### src/rtl/ctrl_pkg.sv
// Opcode map, control-word bit layout and sequencer state encoding shared by the decode stage.
package ctrl_pkg;

   localparam int CTRL_BITS = 22;
   typedef logic [CTRL_BITS-1:0] ctrl_word_t;

   localparam int B_WB    = 0;
   localparam int B_MEMWR = 1;
   localparam int B_MEMRD = 2;
   localparam int B_CALL  = 3;
   localparam int B_OUT   = 4;
   localparam int B_IN    = 5;
   localparam int B_LDD   = 6;
   localparam int B_RTI   = 7;
   localparam int B_RET   = 8;
   localparam int B_POP   = 9;
   localparam int B_PUSH  = 10;
   localparam int B_FP    = 11;
   localparam int B_JMP   = 12;
   localparam int B_STD   = 13;
   localparam int B_IMM   = 14;
   localparam int B_LDM   = 15;
   localparam int B_JZ    = 16;
   localparam int B_JN    = 17;
   localparam int B_JC    = 18;
   localparam int B_MOV   = 19;
   localparam int B_SETC  = 20;
   localparam int B_CLRC  = 21;

   localparam logic [4:0] OP_ADD  = 5'b00000;
   localparam logic [4:0] OP_SUB  = 5'b00001;
   localparam logic [4:0] OP_AND  = 5'b00010;
   localparam logic [4:0] OP_OR   = 5'b00011;
   localparam logic [4:0] OP_MOV  = 5'b00100;
   localparam logic [4:0] OP_SETC = 5'b00101;
   localparam logic [4:0] OP_CLRC = 5'b00110;
   localparam logic [4:0] OP_LDM  = 5'b00111;
   localparam logic [4:0] OP_NOT  = 5'b01000;
   localparam logic [4:0] OP_INC  = 5'b01001;
   localparam logic [4:0] OP_OUT  = 5'b01010;
   localparam logic [4:0] OP_IN   = 5'b01011;
   localparam logic [4:0] OP_PUSH = 5'b01100;
   localparam logic [4:0] OP_POP  = 5'b01101;
   localparam logic [4:0] OP_LDD  = 5'b01110;
   localparam logic [4:0] OP_STD  = 5'b01111;
   localparam logic [4:0] OP_JZ   = 5'b11000;
   localparam logic [4:0] OP_JN   = 5'b11001;
   localparam logic [4:0] OP_JC   = 5'b11010;
   localparam logic [4:0] OP_JMP  = 5'b11011;
   localparam logic [4:0] OP_CALL = 5'b11100;
   localparam logic [4:0] OP_RTI  = 5'b11101;
   localparam logic [4:0] OP_RET  = 5'b11110;
   localparam logic [4:0] OP_NOP  = 5'b11111;

   localparam ctrl_word_t W_WB    = ctrl_word_t'(1) << B_WB;
   localparam ctrl_word_t W_MEMWR = ctrl_word_t'(1) << B_MEMWR;
   localparam ctrl_word_t W_MEMRD = ctrl_word_t'(1) << B_MEMRD;
   localparam ctrl_word_t W_CALL  = ctrl_word_t'(1) << B_CALL;
   localparam ctrl_word_t W_OUT   = ctrl_word_t'(1) << B_OUT;
   localparam ctrl_word_t W_IN    = ctrl_word_t'(1) << B_IN;
   localparam ctrl_word_t W_LDD   = ctrl_word_t'(1) << B_LDD;
   localparam ctrl_word_t W_RTI   = ctrl_word_t'(1) << B_RTI;
   localparam ctrl_word_t W_RET   = ctrl_word_t'(1) << B_RET;
   localparam ctrl_word_t W_POP   = ctrl_word_t'(1) << B_POP;
   localparam ctrl_word_t W_PUSH  = ctrl_word_t'(1) << B_PUSH;
   localparam ctrl_word_t W_FP    = ctrl_word_t'(1) << B_FP;
   localparam ctrl_word_t W_JMP   = ctrl_word_t'(1) << B_JMP;
   localparam ctrl_word_t W_STD   = ctrl_word_t'(1) << B_STD;
   localparam ctrl_word_t W_IMM   = ctrl_word_t'(1) << B_IMM;
   localparam ctrl_word_t W_LDM   = ctrl_word_t'(1) << B_LDM;
   localparam ctrl_word_t W_JZ    = ctrl_word_t'(1) << B_JZ;
   localparam ctrl_word_t W_JN    = ctrl_word_t'(1) << B_JN;
   localparam ctrl_word_t W_JC    = ctrl_word_t'(1) << B_JC;
   localparam ctrl_word_t W_MOV   = ctrl_word_t'(1) << B_MOV;
   localparam ctrl_word_t W_SETC  = ctrl_word_t'(1) << B_SETC;
   localparam ctrl_word_t W_CLRC  = ctrl_word_t'(1) << B_CLRC;

   localparam ctrl_word_t NOP_WORD       = W_IMM | W_FP;
   localparam ctrl_word_t LDM_WORD       = W_WB | W_MEMRD | W_FP | W_IMM | W_LDM;
   localparam ctrl_word_t RTI_FLAGS_WORD = W_RTI | W_MEMRD | W_FP | W_IMM;
   localparam ctrl_word_t RTI_PC_WORD    = W_RET | W_MEMRD | W_FP | W_IMM;
   localparam ctrl_word_t INT_PUSH_WORD  = W_PUSH | W_MEMWR | W_FP;
   localparam ctrl_word_t INT_VEC_WORD   = W_JMP | W_FP;

   typedef enum logic [2:0] {
      DECODE,
      IMM,
      RTI2,
      INT1,
      INT2,
      INT3
   } seq_state_t;

endpackage

### src/rtl/ctrl_decode.sv
// Pure combinational opcode-to-control-word lookup; unknown opcodes fall back to the NOP word.
module ctrl_decode
   import ctrl_pkg::*;
#(
   parameter int OPC_W  = 5,
   parameter int CTRL_W = 22
) (
   input  logic [OPC_W-1:0]  opcode_i,
   output logic [CTRL_W-1:0] ctrl_o
);

   ctrl_word_t word;

   // LDM and RTI return the word for their first emitted step; the sequencer owns the rest.
   always_comb begin
      word = NOP_WORD;
      case (opcode_i)
         OPC_W'(OP_ADD), OPC_W'(OP_SUB),
         OPC_W'(OP_AND), OPC_W'(OP_OR):   word = W_WB;
         OPC_W'(OP_MOV):                  word = W_WB | W_MOV;
         OPC_W'(OP_SETC):                 word = W_SETC;
         OPC_W'(OP_CLRC):                 word = W_CLRC;
         OPC_W'(OP_LDM):                  word = LDM_WORD;
         OPC_W'(OP_NOT), OPC_W'(OP_INC):  word = W_WB | W_IMM;
         OPC_W'(OP_OUT):                  word = W_OUT | W_FP;
         OPC_W'(OP_IN):                   word = W_IN | W_WB | W_FP;
         OPC_W'(OP_PUSH):                 word = W_PUSH | W_MEMWR | W_FP;
         OPC_W'(OP_POP):                  word = W_POP | W_MEMRD | W_WB | W_FP;
         OPC_W'(OP_LDD):                  word = W_LDD | W_MEMRD | W_WB | W_FP;
         OPC_W'(OP_STD):                  word = W_STD | W_MEMWR | W_FP;
         OPC_W'(OP_JZ):                   word = W_JZ | W_FP;
         OPC_W'(OP_JN):                   word = W_JN | W_FP;
         OPC_W'(OP_JC):                   word = W_JC | W_FP;
         OPC_W'(OP_JMP):                  word = W_JMP | W_FP;
         OPC_W'(OP_CALL):                 word = W_CALL | W_PUSH | W_MEMWR | W_FP;
         OPC_W'(OP_RTI):                  word = RTI_FLAGS_WORD;
         OPC_W'(OP_RET):                  word = W_RET | W_POP | W_MEMRD | W_FP;
         OPC_W'(OP_NOP):                  word = NOP_WORD;
         default:                         word = NOP_WORD;
      endcase
      ctrl_o = CTRL_W'(word);
   end

endmodule

### src/rtl/ctrl_sequencer.sv
// ID/EX decode register with multi-cycle sequencing for LDM, RTI and interrupt entry,
// a valid/ready handshake toward fetch, and stall/flush from the hazard unit.
module ctrl_sequencer
   import ctrl_pkg::*;
#(
   parameter int INSTR_W = 16,
   parameter int OPC_W   = 5,
   parameter int OPC_LSB = 11,
   parameter int CTRL_W  = 22,
   parameter bit INT_EN  = 1'b1
) (
   input  logic               clk,
   input  logic               rst,
   input  logic [INSTR_W-1:0] instr,
   input  logic               instr_valid,
   output logic               instr_ready,
   input  logic               stall,
   input  logic               flush,
   input  logic               irq,
   output logic [CTRL_W-1:0]  ctrl,
   output logic               ctrl_valid,
   output logic [INSTR_W-1:0] imm,
   output logic [1:0]         int_op,
   output logic               busy
);

   seq_state_t         state_q;
   logic [CTRL_W-1:0]  ctrl_q;
   logic               ctrlValid_q;
   logic [INSTR_W-1:0] imm_q;
   logic [1:0]         intOp_q;
   logic               irqPend_q;

   logic [OPC_W-1:0]   opcode;
   logic [CTRL_W-1:0]  decodedCtrl;
   logic               isLdm;
   logic               irqTake;
   logic               accept;
   logic               inIntState;

   ctrl_decode #(
      .OPC_W  (OPC_W),
      .CTRL_W (CTRL_W)
   ) uDecode (
      .opcode_i (opcode),
      .ctrl_o   (decodedCtrl)
   );

   // An interrupt only starts from DECODE, so an open LDM/RTI sequence always completes first.
   assign opcode      = instr[OPC_LSB +: OPC_W];
   assign isLdm       = (opcode == OPC_W'(OP_LDM));
   assign irqTake     = INT_EN && irqPend_q && !stall && !flush && (state_q == DECODE);
   assign inIntState  = (state_q == INT1) || (state_q == INT2) || (state_q == INT3);
   assign instr_ready = ((state_q == DECODE) || (state_q == IMM)) && !stall && !irqTake;
   assign accept      = instr_valid && instr_ready;

   assign ctrl       = ctrl_q;
   assign ctrl_valid = ctrlValid_q;
   assign imm        = imm_q;
   assign int_op     = intOp_q;
   assign busy       = (state_q != DECODE);

   always_ff @(posedge clk) begin
      if (rst) begin
         state_q     <= DECODE;
         ctrl_q      <= '0;
         ctrlValid_q <= 1'b0;
         imm_q       <= '0;
         intOp_q     <= 2'd0;
         irqPend_q   <= 1'b0;
      end else begin
         // Flush beats stall but cannot interrupt the atomic interrupt-entry sequence.
         if (flush && !inIntState) begin
            state_q     <= DECODE;
            ctrlValid_q <= 1'b0;
            imm_q       <= '0;
         end else if (!stall) begin
            case (state_q)
               DECODE: begin
                  imm_q <= '0;
                  if (irqTake) begin
                     state_q     <= INT1;
                     ctrl_q      <= CTRL_W'(INT_PUSH_WORD);
                     ctrlValid_q <= 1'b1;
                     intOp_q     <= 2'd1;
                  end else if (accept && isLdm) begin
                     state_q     <= IMM;
                     ctrlValid_q <= 1'b0;
                  end else if (accept) begin
                     state_q     <= (opcode == OPC_W'(OP_RTI)) ? RTI2 : DECODE;
                     ctrl_q      <= decodedCtrl;
                     ctrlValid_q <= 1'b1;
                  end else begin
                     ctrlValid_q <= 1'b0;
                  end
               end
               IMM: begin
                  if (accept) begin
                     state_q     <= DECODE;
                     ctrl_q      <= CTRL_W'(LDM_WORD);
                     ctrlValid_q <= 1'b1;
                     imm_q       <= instr;
                  end else begin
                     ctrlValid_q <= 1'b0;
                     imm_q       <= '0;
                  end
               end
               RTI2: begin
                  state_q     <= DECODE;
                  ctrl_q      <= CTRL_W'(RTI_PC_WORD);
                  ctrlValid_q <= 1'b1;
                  imm_q       <= '0;
               end
               INT1: begin
                  state_q     <= INT2;
                  ctrl_q      <= CTRL_W'(INT_PUSH_WORD);
                  ctrlValid_q <= 1'b1;
                  intOp_q     <= 2'd2;
               end
               INT2: begin
                  state_q     <= INT3;
                  ctrl_q      <= CTRL_W'(INT_VEC_WORD);
                  ctrlValid_q <= 1'b1;
                  intOp_q     <= 2'd3;
               end
               INT3: begin
                  state_q     <= DECODE;
                  ctrlValid_q <= 1'b0;
                  intOp_q     <= 2'd0;
                  irqPend_q   <= 1'b0;
               end
               default: begin
                  state_q     <= DECODE;
                  ctrlValid_q <= 1'b0;
                  intOp_q     <= 2'd0;
               end
            endcase
         end

         // A request still asserted while INT3 retires stays pending rather than being lost.
         if (INT_EN && irq && !stall) begin
            irqPend_q <= 1'b1;
         end
      end
   end

endmodule
### config.mk
export PLATFORM = sky130hd
export DESIGN_NAME = ctrl_sequencer
export DESIGN_NICKNAME = d
export VERILOG_FILES = /design/src/rtl/ctrl_pkg.sv /design/src/rtl/ctrl_decode.sv /design/src/rtl/ctrl_sequencer.sv
export SDC_FILE = /design/constraint.sdc
export NUM_CORES = 1
export LEC_CHECK = 0
export BUFFER_PORTS_ARGS = -buffer_cell sky130_fd_sc_hd__clkbuf_2
export CORE_UTILIZATION = 28
export DETAILED_ROUTE_END_ITERATION = 12
export GPL_TIMING_DRIVEN = 0
export SYNTH_ARGS = -nofsm -noshare
export SYNTH_HDL_FRONTEND = slang
export SYNTH_SLANG_ARGS = --single-unit
export TNS_END_PERCENT = 20
### constraint.sdc
create_clock -name clk -period 2.4 [get_ports clk]
set_input_delay 0.36 -clock clk [delete_from_list [all_inputs] [get_ports clk]]
set_output_delay 0.36 -clock clk [all_outputs]
set_load 0.005 [all_outputs]
==> run summary <==
Number of enable flip-flop cells after synthesis: 0
WL final: 6.583 mm
Leading cell type by number of instances after synthesis: dfxtp_1
Clock edge transition at the registers on the reported setup and hold paths: 90 ps
Number of placed instances with taps included: 450
R2R Path End: ctrl[17]
DRC violation count after routing: 0
Overflow left after global routing: 0
Number of warning messages in the yosys log: 0
Hold depth: 3
Post-route insts no fill: 460
Max-cap viol count: 0
Clock root buffer: clkbuf_8
First-pass iteration count of the detailed router: 6
Count of inserted antenna diode cells: 0
Setup violations, final: 0
Max-slew headroom: 58.93%
Number of sinks driven by the clock tree: 45
Main synth FF type: dfxtp_1
Period minus WS final: 2311 ps
Final hold violation count: 0
Worst Path Required: 2590 ps
Insertion delay to the later sink of the worst-skew pair: 300 ps
Combined global-route utilization of all metal layers: 15.11%
Setup crit start: state_q[2]
P per Cell Area: 487.1 nW/um^2
Async set or reset register ratio after synthesis: 0%
Detailed-route via count: 2332
Worst-margin pin slew: 611.9 ps
Number of cells produced by synthesis: 283
Summed negative setup slack over all endpoints: 0 ps
Cell type with the largest total area after synthesis: dfxtp_1
Placeable core region: 8299 sq um
Antenna violations before repair: 0
Syn Nets: 310
Top cell types by occurrence after synthesis: 45 x dfxtp_1, 27 x nor2_1, 25 x nand2_1, 20 x clkbuf_1, 16 x a22oi_1
Die Ht: 95.13 um
Top cells by area, synth: dfxtp_1 37%, a22oi_1 4.9%, mux2i_1 4.5%
Setup clock skew after layout: 11.30 ps
Final slew viol count: 0
Kind of critical path: reg -> reg
Synth Area per Inst: 8.582 sq um
Initial core utilization: 29.26%
Final core area utilization: 36.14%
RR Startpoint: state_q[2]
Port-buffer cells: 62
Highest net fanout along the worst path: 9
Arrival time of data at the critical path endpoint: 2500 ps
Maximum number of pins on one net before global-route repair: 15
Kind of launch point of the worst setup path: register
Worst-path cell chain: buf_6, or3_4, buf_6, or4b_4, buf_6, nand3_2, buf_8, mux2_2
Leakage: 1.182 nW
Layout overhead on the synthesized area: 23.49%
ANT nets after route: 0
Net total in the final layout: 381
Crit path top cell by count: buf_6
Layout cell share with drive strength beyond 1: 28.73%
RSZ-0062 raised after global routing: true
Post-layout instance area: 2999 sq um
Worst IR Drop VDD: 0.2090 mV
Post-synthesis cell area: 2429 sq um
Area after detailed placement: 2870 sq um
Critical hold path startpoint: instr[6]
X dimension of the die: 95.13 um
CTS buffer count: 5
Deepest level of the CTS H-tree: 2
Flip-flop and latch count after synthesis: 45
Run status: finished, final reports clean
Worst setup EP type: register
Worst R2R Path Depth: 8
Sequential fraction of the synthesis area: 37.09%
Fraction of synthesized cell area taken by the top area cell type: 37.09%
Delay of the slowest critical-path stage: 520 ps
Worst hold-check path type: in -> reg
Floorplan die area: 9050 sq um
Via count of the first global-routing pass: 2196
DP Wirelength: 4.899 mm
Critical-path cell with the highest stage delay: or4b_4
Period utilisation layout: 96.29%
Reg-to-reg slack, setup: 90 ps
Final estimated routing congestion in global placement: 0.8346
IO Pins: 65
Via density per instance: 5.070
Post-layout power: 1.461 mW
Average wire per cell in the routed design: 14.31 um
Capture endpoint of the worst hold path: imm[6]
First-pass GRT wire length: 10.80 mm
Number of buffers on the longest clock path: 2
Number of DRC violations after detailed-routing iteration 0: 174
Row cnt: 33
Yosys cell types: 48
Maximum operating frequency: 432.7 MHz
TritonCTS clock tree: yes
==> placed cells by master, fill, tap and decap left out, drive strengths merged, types with 8 or more instances in the layout <==
cell type / netlist / final
clkbuf: 20 / 88
dfxtp: 45 / 45
nor2: 27 / 27
nand2: 25 / 25
a22oi: 16 / 16
nand3: 15 / 15
a21oi: 13 / 13
mux2i: 11 / 11
nor2b: 10 / 10
a31oi: 10 / 10
nor3b: 9 / 9
o21ai: 9 / 9
buf: 6 / 8
==> routing by layer <==
metal / part of all wire [%] / GRT usage (%) / vias to the layer above
li1: - / - / 1166
met4: 0.82 / 3.788 / 0
met3: 6.3 / 3.429 / 4
met2: 46 / 23.75 / 72
met1: 47 / 20.72 / 1090
met5: 0 / 0 / -
==> power by group <==
part / total (mW) / switching (mW) / internal (mW)
clock: 0.504 / 0.270 / 0.234
sequential: 0.764 / 0.00684 / 0.757
combinational: 0.193 / 0.115 / 0.0781
total: 1.46 / 0.392 / 1.07
==> what timing repair did <==
item | in CTS | in global routing
setup buffers | 0 | 2
cloned | 0 | 0
resized for setup | 1 | 3
hold buffers | 0 | 0
endpoints found under the setup margin | 10 | 16
==> how the worst max path moves through the flow <==
| stage | end | cells after the start |
|---|---|---|
| final | ctrl[17] | 8 |
| after floorplan | ctrl[16] | 8 |
| after detailed placement | ctrl[3] | 8 |
| after global routing | imm[0] | 7 |
| after global placement | ctrl[3] | 8 |
| after CTS | ctrl[3] | 8 |
==> sequential cells by signal (all words and copies together) (netlist names) <==
| register | cells |
|---|---|
| ctrl_valid | 1 |
| imm | 16 |
| irqPend_q | 1 |
| ctrl | 22 |
| state_q | 3 |
| int_op | 2 |
==> worst max-delay path: cells and delay by family (launching register included) <==
family / cells / cell delay, ps
and+or+nand+nor: 3 / 1010
buffers and inverters: 4 / 550
muxes: 1 / 320
DFF: 1 / 310
==> cells by family (layout without fill, tap and decap cells) <==
logic type / count (synthesis) / in the layout / share of synthesized area [%]
and+or+nand+nor: 114 / 114 / 25.61
AOI/OAI and AO/OA: 70 / 70 / 20.66
DFF: 45 / 45 / 37.09
buffers and inverters: 31 / 103 / 6.388
muxes: 17 / 17 / 7.316
adders and majority gates: 5 / 5 / 2.576
xor gates and xnor gates: 1 / 1 / 0.3607
==> per-stage QoR <==
step | hold slack [ps] | worst slack [ps]
after floorplan | 448.2 | 152.6
after global placement | 443.2 | -142.6
after detailed placement | 448.7 | -160.1
after CTS | 287.9 | 24.30
after global routing | 299.8 | -43.70
final | 288.5 | 88.98
==> cell type report <==
cell class / instances / area [sq um]
Tap cell: 105 / 131.4
Timing Repair Buffer: 64 / 325.3
Buffer: 26 / 140.1
Fill cell: 868 / 5300
Clock buffer: 6 / 82.58
Inverter: 5 / 18.77
Sequential cell: 45 / 900.9
Clock inverter: 2 / 13.76
Multi-Input combinational cell: 207 / 1386
Note: power is estimated with default switching activity, not from simulation.
